[src/rtl/pico_trace_pkg.sv]
// rtl/pico_trace_pkg.sv - shared types and constants for the trace capture unit
package pico_trace_pkg;

    typedef enum logic [1:0] {IDLE, ARMED, CAPTURE, DONE} trace_state_t;

    localparam logic MODE_CHANGE = 1'b0;
    localparam logic MODE_EVERY  = 1'b1;

endpackage

[src/rtl/pico_trace_ram.sv]
// rtl/pico_trace_ram.sv - simple dual-port sample buffer with registered read port
module pico_trace_ram #(
    parameter int DEPTH = 16,
    parameter int W     = 16
) (
    input  logic                     clk,
    input  logic                     reset,
    input  logic                     we,
    input  logic [$clog2(DEPTH)-1:0] waddr,
    input  logic [W-1:0]             wdata,
    input  logic                     re,
    input  logic [$clog2(DEPTH)-1:0] raddr,
    output logic [W-1:0]             rdata
);

    logic [W-1:0] mem [DEPTH];
    logic [W-1:0] rdata_q, rdata_d;

    // Read samples the array before this edge's write lands: same-address returns old data.
    always_comb begin
        rdata_d = '0;
        if (re) begin
            rdata_d = mem[raddr];
        end
    end

    always_ff @(posedge clk) begin
        if (we) begin
            mem[waddr] <= wdata;
        end
    end

    always_ff @(posedge clk) begin
        if (!reset) begin
            rdata_q <= '0;
        end else begin
            rdata_q <= rdata_d;
        end
    end

    assign rdata = rdata_q;

endmodule

[src/rtl/pico_trace_capture.sv]
// rtl/pico_trace_capture.sv - triggered, timestamped capture of the display bus with readback
module pico_trace_capture
    import pico_trace_pkg::*;
#(
    parameter int n     = 8,
    parameter int DEPTH = 16,
    parameter int TS_W  = 8
) (
    input  logic                       clk,
    input  logic                       reset,
    input  logic [n-1:0]               display,
    input  logic                       arm,
    input  logic                       stop,
    input  logic                       mode,
    input  logic [n-1:0]               trig_value,
    input  logic [n-1:0]               trig_mask,
    input  logic                       rd_en,
    input  logic [$clog2(DEPTH)-1:0]   rd_addr,
    output logic [TS_W+n-1:0]          rd_data,
    output logic                       rd_valid,
    output logic [$clog2(DEPTH+1)-1:0] count,
    output logic                       busy,
    output logic                       done
);

    localparam int AW = $clog2(DEPTH);
    localparam int CW = $clog2(DEPTH + 1);
    localparam int DW = TS_W + n;

    trace_state_t  state_q, state_d;
    logic [CW-1:0] count_q, count_d;
    logic [TS_W-1:0] ts_q, ts_d;
    logic [n-1:0]  last_q, last_d;
    logic          busy_q, busy_d;
    logic          done_q, done_d;
    logic          rd_valid_q, rd_valid_d;

    logic          we;
    logic [AW-1:0] waddr;
    logic [DW-1:0] wdata;
    logic          trig_hit;
    logic          rd_in_range;

    assign trig_hit    = ((display ^ trig_value) & trig_mask) == '0;
    assign rd_in_range = CW'(rd_addr) < count_q;

    always_comb begin
        state_d    = state_q;
        count_d    = count_q;
        ts_d       = ts_q;
        last_d     = last_q;
        we         = 1'b0;
        waddr      = count_q[AW-1:0];
        wdata      = {ts_q, display};
        rd_valid_d = rd_en;

        case (state_q)
            IDLE: begin
                if (arm) begin
                    state_d = ARMED;
                    count_d = '0;
                end
            end
            ARMED: begin
                // stop wins over a coincident trigger so an aborted session leaves no entries
                if (stop) begin
                    state_d = IDLE;
                end else if (trig_hit) begin
                    state_d = CAPTURE;
                    we      = 1'b1;
                    waddr   = '0;
                    wdata   = {{TS_W{1'b0}}, display};
                    count_d = CW'(1);
                    ts_d    = TS_W'(1);
                    last_d  = display;
                end
            end
            CAPTURE: begin
                if (ts_q != '1) begin
                    ts_d = ts_q + 1'b1;
                end
                if (mode == MODE_EVERY || display != last_q) begin
                    we      = 1'b1;
                    count_d = count_q + 1'b1;
                    last_d  = display;
                end
                if (count_d == CW'(DEPTH) || stop) begin
                    state_d = DONE;
                end
            end
            DONE: begin
                if (arm) begin
                    state_d = ARMED;
                    count_d = '0;
                end
            end
            default: state_d = IDLE;
        endcase

        busy_d = (state_d == ARMED) || (state_d == CAPTURE);
        done_d = (state_d == DONE);
    end

    always_ff @(posedge clk) begin
        if (!reset) begin
            state_q    <= IDLE;
            count_q    <= '0;
            ts_q       <= '0;
            last_q     <= '0;
            busy_q     <= 1'b0;
            done_q     <= 1'b0;
            rd_valid_q <= 1'b0;
        end else begin
            state_q    <= state_d;
            count_q    <= count_d;
            ts_q       <= ts_d;
            last_q     <= last_d;
            busy_q     <= busy_d;
            done_q     <= done_d;
            rd_valid_q <= rd_valid_d;
        end
    end

    // Out-of-range reads never enable the RAM read, so its output register yields zero.
    pico_trace_ram #(
        .DEPTH (DEPTH),
        .W     (DW)
    ) u_ram (
        .clk   (clk),
        .reset (reset),
        .we    (we),
        .waddr (waddr),
        .wdata (wdata),
        .re    (rd_en && rd_in_range),
        .raddr (rd_addr),
        .rdata (rd_data)
    );

    assign count    = count_q;
    assign busy     = busy_q;
    assign done     = done_q;
    assign rd_valid = rd_valid_q;

endmodule

[config.mk]
export PLATFORM = sky130hd
export DESIGN_NAME = pico_trace_capture
export DESIGN_NICKNAME = d
export VERILOG_FILES = /design/src/rtl/pico_trace_pkg.sv /design/src/rtl/pico_trace_ram.sv /design/src/rtl/pico_trace_capture.sv
export SDC_FILE = /design/constraint.sdc
export NUM_CORES = 1
export LEC_CHECK = 0
export CAP_MARGIN = 20
export CORE_AREA = 2 2 166 168
export CTS_CLUSTER_DIAMETER = 50
export CTS_CLUSTER_SIZE = 8
export DETAILED_ROUTE_END_ITERATION = 8
export DIE_AREA = 0 0 168 170
export GPL_ROUTABILITY_DRIVEN = 0
export SYNTH_ARGS = -nofsm -noshare
export SYNTH_HDL_FRONTEND = slang
export SYNTH_SLANG_ARGS = --single-unit
[constraint.sdc]
create_clock -name clk -period 9.9 [get_ports clk]
set_clock_uncertainty 0.2 [all_clocks]
set_input_delay 1.98 -clock clk [delete_from_list [all_inputs] [get_ports clk]]
set_output_delay 1.98 -clock clk [all_outputs]
set_load 0.05 [all_outputs]
==> run_results.csv <==
group,metric,value,unit
run_status,status,"complete, no violations",
logic_synthesis,ys_ff_latch,298,
logic_synthesis,synth_adder_area_share,0.9466,%
global_routing,gr-total-overflow,0,
power,p_seq_share,45.4,%
logic_synthesis,yosysTopAreaCellShare,64.62,%
floorplanning,die_area,28560,um^2
power,switching_share,22.61,%
power,fin_total_pwr,3.116,mW
worst_setup_path,crit_fanout,19,
cts,tritoncts,"yes",
flow_run,drv_cap,0,
floorplanning,ios,58,
worst_setup_path,crit_path_top_delay_cell,"clkdlybuf4s50_1",
floorplanning,die_w,168,um
finish,n_antenna_cell,0,
power,power_density,217.6,nW/um^2
hold_path,hp-class,"flip-flop to flip-flop",
logic_synthesis,netlist_top_cells_count,"256 x edfxtp_1, 80 x mux4_2, 42 x dfxtp_1",
cts,clock_sinks,298,
power,power_frac_comb,9.9,%
logic_synthesis,synthDistinctLibCells,41,
placed_design,hpwl,15520,um
routing,viasPerCell,5.685,
sta,rsz0062_at_grt,"no",
logic_synthesis,muxShareOfSynthArea,15.15,%
global_routing,grt_pass1_wl,40650,um
cts,clk_pin_slew,0.05,ns
power,power.switching,0.7046,mW
logic_synthesis,synthXorXnorAreaFrac,1.399,%
worst_setup_path,critical_path_class,"primary input to flip-flop",
logic_synthesis,syn_area_per_cell,18.62,um^2
power,p_clk_share,44.7,%
cts,cts_max_level,2,
global_routing,antenna_found_initial,0,
floorplanning,placementRows,60,
logic_synthesis,synthTopCellsByArea,"edfxtp_1 65%, mux4_2 15%, dfxtp_1 7.1%",
finish,fin_util,53.74,%
logic_synthesis,synth-async-reset-ratio,0,%
placed_design,dp_cells,1020,
sta,worstMarginPinSlew,1.069,ns
global_routing,grt_max_degree,66,
sta,hold_viol,0,
cts,ctsHoldBuffers,0,
sta,setup_viol_count_final,0,
logic_synthesis,yosysWarnings,0,
finish,nFillCells,2055,
cts,cts_resized,0,
cts,clock_latency,0.51,ns
power,p_int,2.412,mW
routing,wl_per_cell,24.10,um
worst_setup_path,worstPathArrival,5.36,ns
worst_setup_path,cpPeakStageDelay,0.81,ns
cts,cts_setup_buffers,0,
global_routing,grt_pass1_vias,6762,
power,leakagePower,4.642,nW
routing,vias,6276,
logic_synthesis,yosysMostFrequentCell,"edfxtp_1",
worst_setup_path,end_kind,"flip-flop",
logic_synthesis,synth_cells,639,
floorplanning,initial_core_util,44.64,%
worst_setup_path,worst_r2r_path_depth,6,
finish,nets,774,
power,irDropWorstVdd,0.1128,mV
cts,numCtsBuffers,44,
routing,drc,0,
logic_synthesis,synth_edf_count,256,
logic_synthesis,synth_top_family_by_area,"multiplexers",
finish,drive_gt1_share,22.54,%
sta,fin_crit_sh,53.99,%
cts,cts_buffer_depth,3,
routing,drtIter0Drc,527,
logic_synthesis,synth-compound-area-share,3.955,%
cts,root_buffer,"clkbuf_16",
routing,routed_wl,26600,um
worst_setup_path,start_kind,"primary input",
sta,slew_headroom,28.69,%
floorplanning,core_area,26650,um^2
routing,firstDrtPassIters,5,
logic_synthesis,ys.flop_type,"edfxtp_1",
sta,min_period,5.345,ns
global_routing,grt_use_total,19.29,%
finish,area.growth.synth_to_final,20.39,%
logic_synthesis,syn_area,11900,um^2
logic_synthesis,yosysSeqAreaShare,71.69,%
worst_setup_path,crit_required,9.91,ns
hold_path,hold_depth,2,
sta,fin_setup_tns,0,ns
logic_synthesis,synth-simple-area-share,5.416,%
placed_design,io_buffers,57,
finish,final_cell_count_no_fill,1104,
sta,final_max_slew_viol_count,0,
sta,max_clock_freq,187.1,MHz
logic_synthesis,synth_fp_nets,682,
floorplanning,die_h,170,um
logic_synthesis,synth_top_area_cell,"edfxtp_1",
worst_setup_path,path_cells,"clkdlybuf4s50_1 -> xor2_1 -> a22o_1 -> a221oi_4 -> and3_1 -> o21ai_0 -> nor2_2 -> buf_4",
routing,postRouteAntennaNets,0,
-- per-layer routing --
metal	GRT usage (%)	wire [um]
met3	3.349	1567
met2	31.49	12820
met1	26.76	11560
met4	5.974	658
met5	0	0
-- layout make-up --
type                            count  area, um^2  area share (%)
Multi-Input combinational cell    298        3243           22.64
Clock inverter                      3       65.06          0.4543
Timing Repair Buffer               77       765.7           5.346
Sequential cell                   298        8528           59.54
Inverter                           12       45.04          0.3145
Clock buffer                       75        1249           8.718
Tap cell                          341       426.7           2.979
-- logic make-up after synthesis --
family,after synthesis
fa+ha+maj,9
mux,80
compound gates,67
flops,298
simple gates,123
buf+inv,43
xor+xnor,19
-- worst max-delay path, delay by kind of cell --
| kind | cells | cell delay [ns] |
|---|---|---|
| xor gates and xnor gates | 1 | 0.33 |
| and+or+nand+nor | 2 | 0.99 |
| AOI/OAI and AO/OA | 3 | 0.94 |
| buffers and inverters | 2 | 1.10 |
-- stage by stage --
step / hold WS (ns) / instance area [um^2] / setup WS, ns
finish: 0.2928 / 14320 / 4.555
global route: 0.3040 / 14320 / 4.321
CTS: 0.2901 / 14220 / 4.529
detailed placement: 0.2830 / 12910 / 3.997
global placement: 0.2784 / 12910 / 4.179
floorplan: 0.2604 / 11900 / 4.598
-- power groups by stage --
stage	clock network (mW)	logic (mW)	registers (mW)
floorplan	0	0.193	1.45
global route	1.48	0.338	1.42
global placement	0	0.302	1.44
finish	1.39	0.309	1.42
detailed placement	0	0.306	1.44
CTS	1.42	0.308	1.41
-- final timing paths --
kind,start,to,slack [ns]
min,last_q[0],last_q[0],0.29
min reg2reg,last_q[0],last_q[0],0.29
max reg2reg,state_q[0],u_ram.mem[7][8],6.61
max,display[1],u_ram.mem[8][8],4.56
-- registers in the layout, summed over array words and instances (netlist names) --
signal and cells:
u_ram.rdata 16, u_ram.mem 256, ts_q 8, busy 1, done 1, rd_valid 1, last_q 8, count 5
state_q 2
-- placed cells by master, fill, tap and decap left out, types with 9 or more instances in the layout --
cell and count:
clkbuf_1 29, nor2b_1 16, nor2_1 18, nand2_1 14
dfxtp_1 42, clkbuf_16 45, nor2_2 11, nand3_1 20
and2_1 11, xor2_1 18, inv_1 12, edfxtp_1 256
ha_1 9, mux4_2 80, clkdlybuf4s50_1 55, a21oi_1 23
o21ai_0 13, buf_4 15
Power figures use the tool's default switching activity.
